$ cat config.mk
export PLATFORM = sky130hd
export DESIGN_NAME = fetch_sequencer_flat
export DESIGN_NICKNAME = d
export VERILOG_FILES = /design/src/rtl/fetch_sequencer_if.sv /design/src/rtl/fetch_sequencer.sv /design/src/flat_wrapper.sv
export SDC_FILE = /design/constraint.sdc
export NUM_CORES = 1
export LEC_CHECK = 0
export CORE_ASPECT_RATIO = 1.5
export CORE_MARGIN = 4
export CORE_UTILIZATION = 40
export CTS_BUF_LIST = sky130_fd_sc_hd__clkbuf_4
export CTS_CLUSTER_SIZE = 14
export DETAILED_ROUTE_END_ITERATION = 8
export MAX_ROUTING_LAYER = met4
export PLACE_DENSITY = 0.78
export SLEW_MARGIN = 20
export SYNTH_ARGS = -nofsm -noshare
export SYNTH_HDL_FRONTEND = slang
export SYNTH_SLANG_ARGS = --single-unit
$ cat constraint.sdc
create_clock -name clk -period 1.7 [get_ports clk]
set_input_delay 0.17 -clock clk [delete_from_list [all_inputs] [get_ports clk]]
set_output_delay 0.17 -clock clk [all_outputs]
set_load 0.05 [all_outputs]
$ cat src/rtl/fetch_sequencer_if.sv
// fetch_sequencer_if: fetch, exec and status signals between the sequencer and the core
interface fetch_sequencer_if;
   logic       run;
   logic       imemReq;
   logic [7:0] imemAddr;
   logic [7:0] imemData;
   logic       imemValid;
   logic [7:0] instrOut;
   logic       execStart;
   logic       execDone;
   logic       zeroFlag;
   logic [7:0] pcOut;
   logic       halted;
   logic       stackErr;
   modport master (
      input  run, imemData, imemValid, execDone, zeroFlag,
      output imemReq, imemAddr, instrOut, execStart, pcOut, halted, stackErr
   );
   modport slave (
      output run, imemData, imemValid, execDone, zeroFlag,
      input  imemReq, imemAddr, instrOut, execStart, pcOut, halted, stackErr
   );
endinterface

$ cat src/rtl/fetch_sequencer.sv
// fetch_sequencer: PC/IR owner, fetch handshake, decode and exec sequencing; FETCH_SEQ_CALL_STACK_EN adds the CALL/RET stack
module fetch_sequencer #(
   parameter logic [7:0] RESET_PC    = 8'h00,
   parameter int         STACK_DEPTH = 4
) (
   input logic               clk,
   input logic               reset,
   fetch_sequencer_if.master bus
);
   typedef enum logic [2:0] {S_IDLE, S_FETCH, S_DECODE, S_EXEC, S_HALT} state_t;
   localparam logic [2:0] OP_ALU  = 3'd1;
   localparam logic [2:0] OP_MEM  = 3'd2;
   localparam logic [2:0] OP_JMP  = 3'd3;
   localparam logic [2:0] OP_JZ   = 3'd4;
   localparam logic [2:0] OP_HLT  = 3'd7;
   state_t     state_q, state_d;
   logic [7:0] pc_q, pc_d;
   logic [7:0] ir_q, ir_d;
   logic       first_q;
   logic [2:0] opc;
   logic [7:0] inc;
   logic [7:0] tgt;
   if (STACK_DEPTH < 2 || STACK_DEPTH > 8) begin : g_depth_check
      $error("fetch_sequencer: STACK_DEPTH must be within 2..8");
   end
   assign opc = ir_q[7:5];
   assign inc = pc_q + 8'd1;
   // the jump page always comes from the instruction's own address, never from PC+1
   assign tgt = {pc_q[7:5], ir_q[4:0]};
`ifdef FETCH_SEQ_CALL_STACK_EN
   localparam logic [2:0] OP_CALL = 3'd5;
   localparam logic [2:0] OP_RET  = 3'd6;
   localparam int SPW = $clog2(STACK_DEPTH + 1);
   localparam int IW  = $clog2(STACK_DEPTH);
   logic [SPW-1:0] sp_q, sp_d;
   logic [7:0]     stack_q [STACK_DEPTH];
   logic           err_q, err_d;
   logic           push;
   logic           full;
   logic           empty;
   logic [IW-1:0]  top_idx;
   assign full    = sp_q == SPW'(STACK_DEPTH);
   assign empty   = sp_q == '0;
   assign top_idx = IW'(sp_q - SPW'(1));
   // return-address storage; no reset needed because the pointer gates every read
   always_ff @(posedge clk) begin
      if (push) stack_q[IW'(sp_q)] <= inc;
   end
`endif
   // state, PC, IR and stack pointer registers
   always_ff @(posedge clk) begin
      if (reset) begin
         state_q <= S_IDLE;
         pc_q    <= RESET_PC;
         ir_q    <= 8'h00;
         first_q <= 1'b0;
`ifdef FETCH_SEQ_CALL_STACK_EN
         sp_q    <= '0;
         err_q   <= 1'b0;
`endif
      end else begin
         state_q <= state_d;
         pc_q    <= pc_d;
         ir_q    <= ir_d;
         first_q <= state_d == S_EXEC && state_q != S_EXEC;
`ifdef FETCH_SEQ_CALL_STACK_EN
         sp_q    <= sp_d;
         err_q   <= err_d;
`endif
      end
   end
   // next state plus PC/IR/stack updates; decode lasts exactly one cycle
   always_comb begin
      state_d = state_q;
      pc_d    = pc_q;
      ir_d    = ir_q;
`ifdef FETCH_SEQ_CALL_STACK_EN
      sp_d    = sp_q;
      err_d   = err_q;
      push    = 1'b0;
`endif
      case (state_q)
         S_IDLE: state_d = bus.run ? S_FETCH : S_IDLE;
         S_FETCH: begin
            ir_d    = bus.imemValid ? bus.imemData : ir_q;
            state_d = bus.imemValid ? S_DECODE : S_FETCH;
         end
         S_DECODE: begin
            state_d = S_FETCH;
            pc_d    = inc;
            case (opc)
               OP_ALU, OP_MEM: state_d = S_EXEC;
               OP_JMP: pc_d = tgt;
               OP_JZ: pc_d = bus.zeroFlag ? tgt : inc;
`ifdef FETCH_SEQ_CALL_STACK_EN
               OP_CALL: begin
                  pc_d    = full ? pc_q : tgt;
                  state_d = full ? S_HALT : S_FETCH;
                  err_d   = err_q | full;
                  push    = !full;
                  sp_d    = full ? sp_q : sp_q + SPW'(1);
               end
               OP_RET: begin
                  pc_d    = empty ? pc_q : stack_q[top_idx];
                  state_d = empty ? S_HALT : S_FETCH;
                  err_d   = err_q | empty;
                  sp_d    = empty ? sp_q : sp_q - SPW'(1);
               end
`endif
               OP_HLT: begin
                  pc_d    = pc_q;
                  state_d = S_HALT;
               end
               default: ;
            endcase
         end
         S_EXEC: state_d = bus.execDone ? S_FETCH : S_EXEC;
         default: state_d = S_HALT;
      endcase
   end
   // Moore outputs from the current state and registers
   always_comb begin
      bus.imemReq   = state_q == S_FETCH;
      bus.imemAddr  = pc_q;
      bus.instrOut  = ir_q;
      bus.execStart = state_q == S_EXEC && first_q;
      bus.pcOut     = pc_q;
      bus.halted    = state_q == S_HALT;
`ifdef FETCH_SEQ_CALL_STACK_EN
      bus.stackErr  = err_q;
`else
      bus.stackErr  = 1'b0;
`endif
   end
endmodule

$ cat src/flat_wrapper.sv
// flat-port wrapper written by rule: the top's interface ports become plain ports
module fetch_sequencer_flat 
#(
   parameter logic [7:0] RESET_PC    = 8'h00,
   parameter int         STACK_DEPTH = 4
)
  (clk, reset, bus_run, bus_imemData, bus_imemValid, bus_execDone, bus_zeroFlag, bus_imemReq, bus_imemAddr, bus_instrOut, bus_execStart, bus_pcOut, bus_halted, bus_stackErr);
  fetch_sequencer_if bus_i ();
  input logic clk;
  input logic reset;
  input wire logic [$bits(bus_i.run)-1:0] bus_run;
  input wire logic [$bits(bus_i.imemData)-1:0] bus_imemData;
  input wire logic [$bits(bus_i.imemValid)-1:0] bus_imemValid;
  input wire logic [$bits(bus_i.execDone)-1:0] bus_execDone;
  input wire logic [$bits(bus_i.zeroFlag)-1:0] bus_zeroFlag;
  output wire logic [$bits(bus_i.imemReq)-1:0] bus_imemReq;
  output wire logic [$bits(bus_i.imemAddr)-1:0] bus_imemAddr;
  output wire logic [$bits(bus_i.instrOut)-1:0] bus_instrOut;
  output wire logic [$bits(bus_i.execStart)-1:0] bus_execStart;
  output wire logic [$bits(bus_i.pcOut)-1:0] bus_pcOut;
  output wire logic [$bits(bus_i.halted)-1:0] bus_halted;
  output wire logic [$bits(bus_i.stackErr)-1:0] bus_stackErr;
  assign bus_i.run = bus_run;
  assign bus_i.imemData = bus_imemData;
  assign bus_i.imemValid = bus_imemValid;
  assign bus_i.execDone = bus_execDone;
  assign bus_i.zeroFlag = bus_zeroFlag;
  assign bus_imemReq = bus_i.imemReq;
  assign bus_imemAddr = bus_i.imemAddr;
  assign bus_instrOut = bus_i.instrOut;
  assign bus_execStart = bus_i.execStart;
  assign bus_pcOut = bus_i.pcOut;
  assign bus_halted = bus_i.halted;
  assign bus_stackErr = bus_i.stackErr;
  fetch_sequencer #(.RESET_PC(RESET_PC), .STACK_DEPTH(STACK_DEPTH)) u_core (.clk(clk), .reset(reset), .bus(bus_i));
endmodule
==> impl_metrics.env <==
export IMPL_cts_tree="yes"
export IMPL_layout_setup_ws_ns=0.0521
export IMPL_synth_cell_type_count=38
export IMPL_cts_root_buf="clkbuf_4"
export IMPL_path_delay_family="buffers and inverters"
export IMPL_die_h_um=70.8
export IMPL_grt_pass1_vias=920
export IMPL_cap_violations=0
export IMPL_syn_num_nets=136
export IMPL_place_congestion=0.766
export IMPL_postLayoutCoreUtil_pct=59.3
export IMPL_cts_clk_slew_worst_paths_ns=0.11
export IMPL_postSynthCellCount=121
export IMPL_area_growth_pct=39.6
export IMPL_die_x_um=49.9
export IMPL_synth_top_family_by_area="simple AND/OR/NAND/NOR gates"
export IMPL_synthFlopType="dfxtp_1"
export IMPL_drc=0
export IMPL_synth_xor_area_share_pct=0.832
export IMPL_numCtsBuffers=3
export IMPL_ctsResizeCount=0
export IMPL_p_int_uw=658
export IMPL_postSynthAreaPerCell_sq_um=8.70
export IMPL_final_nets=173
export IMPL_whs_ns=0.464
export IMPL_powerDensity_nw_per_um2=634
export IMPL_crit_slowest_cell="clkdlybuf4s50_1"
export IMPL_pwr_share_clk_pct=24.9
export IMPL_holdCritPathClass="in2reg"
export IMPL_synth_edff_count=0
export IMPL_finalPower_uw=932
export IMPL_skew_ns=0.00152
export IMPL_drive_above_1_share_pct=25.5
export IMPL_rows=22
export IMPL_period_needed_ns=1.65
export IMPL_vdd_drop_max_uv=500
export IMPL_path_class="reg2out"
export IMPL_async_flop_share_pct=0
export IMPL_via_count=951
export IMPL_finalSetupViolCount=0
export IMPL_start_util_pct=42.5
export IMPL_cp_max_fo=3
export IMPL_cp_num_buf_inv=1
export IMPL_max_slew_margin_rel_pct=66.0
export IMPL_drt_iter0_drc=23
export IMPL_crit_required_ns=1.53
export IMPL_critPathArrivalTime_ns=1.48
export IMPL_clock_latency_ns=0.30
export IMPL_track_usage_pct=14.2
export IMPL_boundaryPins=42
export IMPL_cts_buffer_depth=2
export IMPL_combPwrFrac_pct=21.7
export IMPL_port_buffer_count=40
export IMPL_die_area_sq_um=3530
export IMPL_yosysSeqAreaShare_pct=38.0
export IMPL_drt_total_wl_um=2400
export IMPL_grt_pass1_wl_um=3930
export IMPL_yosys_warnings=0
export IMPL_antenna_found_initial=0
export IMPL_max_stage_delay_ns=0.81
export IMPL_dp_slack_ns=0.0173
export IMPL_grt_max_degree=15
export IMPL_diodes=0
export IMPL_switching_share_pct=29.3
export IMPL_maxSlewViolCount=0
export IMPL_outcome="finished clean"
export IMPL_cts_sinks=20
export IMPL_worst_slew_pin_slew_ns=0.509
export IMPL_rsz0062_at_grt="no"
export IMPL_coreArea_sq_um=2480
export IMPL_synth_fa_ha_area_share_pct=1.19
export IMPL_leakage_nw=0.706
export IMPL_cts_hold_buffers=0
export IMPL_p_switching_uw=273
export IMPL_yosys_area_share_simple_pct=24.7
export IMPL_final_hold_viol_count=0
export IMPL_synthMuxAreaShare_pct=12.6
export IMPL_grt_overflow_total=0
export IMPL_synth_seq_cells=20
export IMPL_firstDrtPassIters=6
export IMPL_seq_power_share_pct=53.4
export IMPL_dpl_hpwl_um=1890
export IMPL_synth_compound_area_share_pct=12.5
export IMPL_fin_tns_setup_ns=0
export IMPL_h_tree_depth=1
export IMPL_critPathLaunchType="flop"
export IMPL_max_freq_ghz=0.607
export IMPL_crit_chain="clkdlybuf4s50_1"
export IMPL_cts_setup_buffers=0
export IMPL_end_kind="primary output"
export IMPL_routed_via_density=5.25
export IMPL_syn_area_sq_um=1050
export IMPL_routedWlPerCell_um=13.3
export IMPL_postRouteAntennaNets=0
export IMPL_period_share_pct=96.9
==> layout by cell type (no fill, tap or decap), types with 3 or more instances in the layout <==
cell type        count
buf_4               24
nor2_1              18
dfxtp_1             16
clkdlybuf4s50_1     14
mux2i_1             11
nand2_1              9
dlymetal6s2s_1       6
nand2b_1             5
o32ai_1              4
dfxtp_2              4
nor2b_1              3
nand3_1              3
a21oi_1              3
clkbuf_4             3
==> worst paths after layout <==
kind	cells after the start	endpoint	slack, ns	from
hold / removal	3	u_core.bus.instrOut[6]	0.46	bus_imemData[6]
hold reg to reg	2	u_core.bus.imemAddr[1]	0.51	u_core.bus.instrOut[1]
setup / recovery	1	bus_instrOut[2]	0.05	u_core.bus.instrOut[2]
setup reg to reg	4	u_core.first_q	0.12	u_core.state_q[0]
==> registers in the layout, summed over array words and instances (netlist names) <==
register / flops
u_core.bus.imemAddr: 8
u_core.bus.instrOut: 8
u_core.state_q: 3
u_core.first_q: 1
==> final cells by class <==
class	instances	area [sq um]
repair buffers	46	435
fillers	224	1010
clock buffers	3	22.5
clock inverters	1	3.75
flip-flops and latches	20	405
well taps	24	30.0
inverters	2	7.51
multi-input cells	85	564
==> power by group through the flow <==
stage / logic [mW] / registers [mW] / clock network (mW)
after floorplan: 0.0869 / 0.543 / 0
after global placement: 0.199 / 0.507 / 0
after detailed placement: 0.202 / 0.508 / 0
after CTS: 0.203 / 0.497 / 0.235
after global routing: 0.217 / 0.501 / 0.255
final: 0.202 / 0.497 / 0.232
==> through the flow <==
step | std cells | instance area [sq um]
3_5_place_dp | 177 | 1410
2_1_floorplan | 121 | 1060
3_3_place_gp | 177 | 1410
5_1_grt | 181 | 1470
6_report | 181 | 1470
4_1_cts | 181 | 1440
==> cell usage after synthesis, drive strengths merged, types with 2 or more instances <==
| master | instances | share of area [%] |
|---|---|---|
| nand2 | 9 | 3.2 |
| nand2b | 5 | 3.0 |
| nor2 | 19 | 7.0 |
| a31oi | 2 | 1.2 |
| o21ai | 2 | 0.95 |
| mux2 | 2 | 2.1 |
| mux2i | 11 | 10 |
| buf | 13 | 8.7 |
| a21oi | 3 | 1.4 |
| inv | 2 | 0.71 |
| dfxtp | 20 | 38 |
| nor4 | 2 | 1.2 |
| and3 | 2 | 1.2 |
| o32ai | 4 | 3.3 |
| nor2b | 3 | 1.8 |
| nand3 | 3 | 1.4 |
| o21a | 2 | 1.4 |
==> layer usage <==
layer / share of wire [%] / GRT usage [%]
met1: 41 / 15.8
met2: 54 / 24.7
met3: 4.8 / 2.74
met4: 0.75 / 4.92
met5: 0 / -
==> cells by family after synthesis <==
logic type,after synthesis
AND/OR/NAND/NOR,51
flip-flops,20
AO/OA/AOI/OAI,18
buffers and inverters,16
multiplexers,13
adder cells (fa/ha/maj),1
other,1
XOR/XNOR,1
Power figures use the tool's default switching activity.
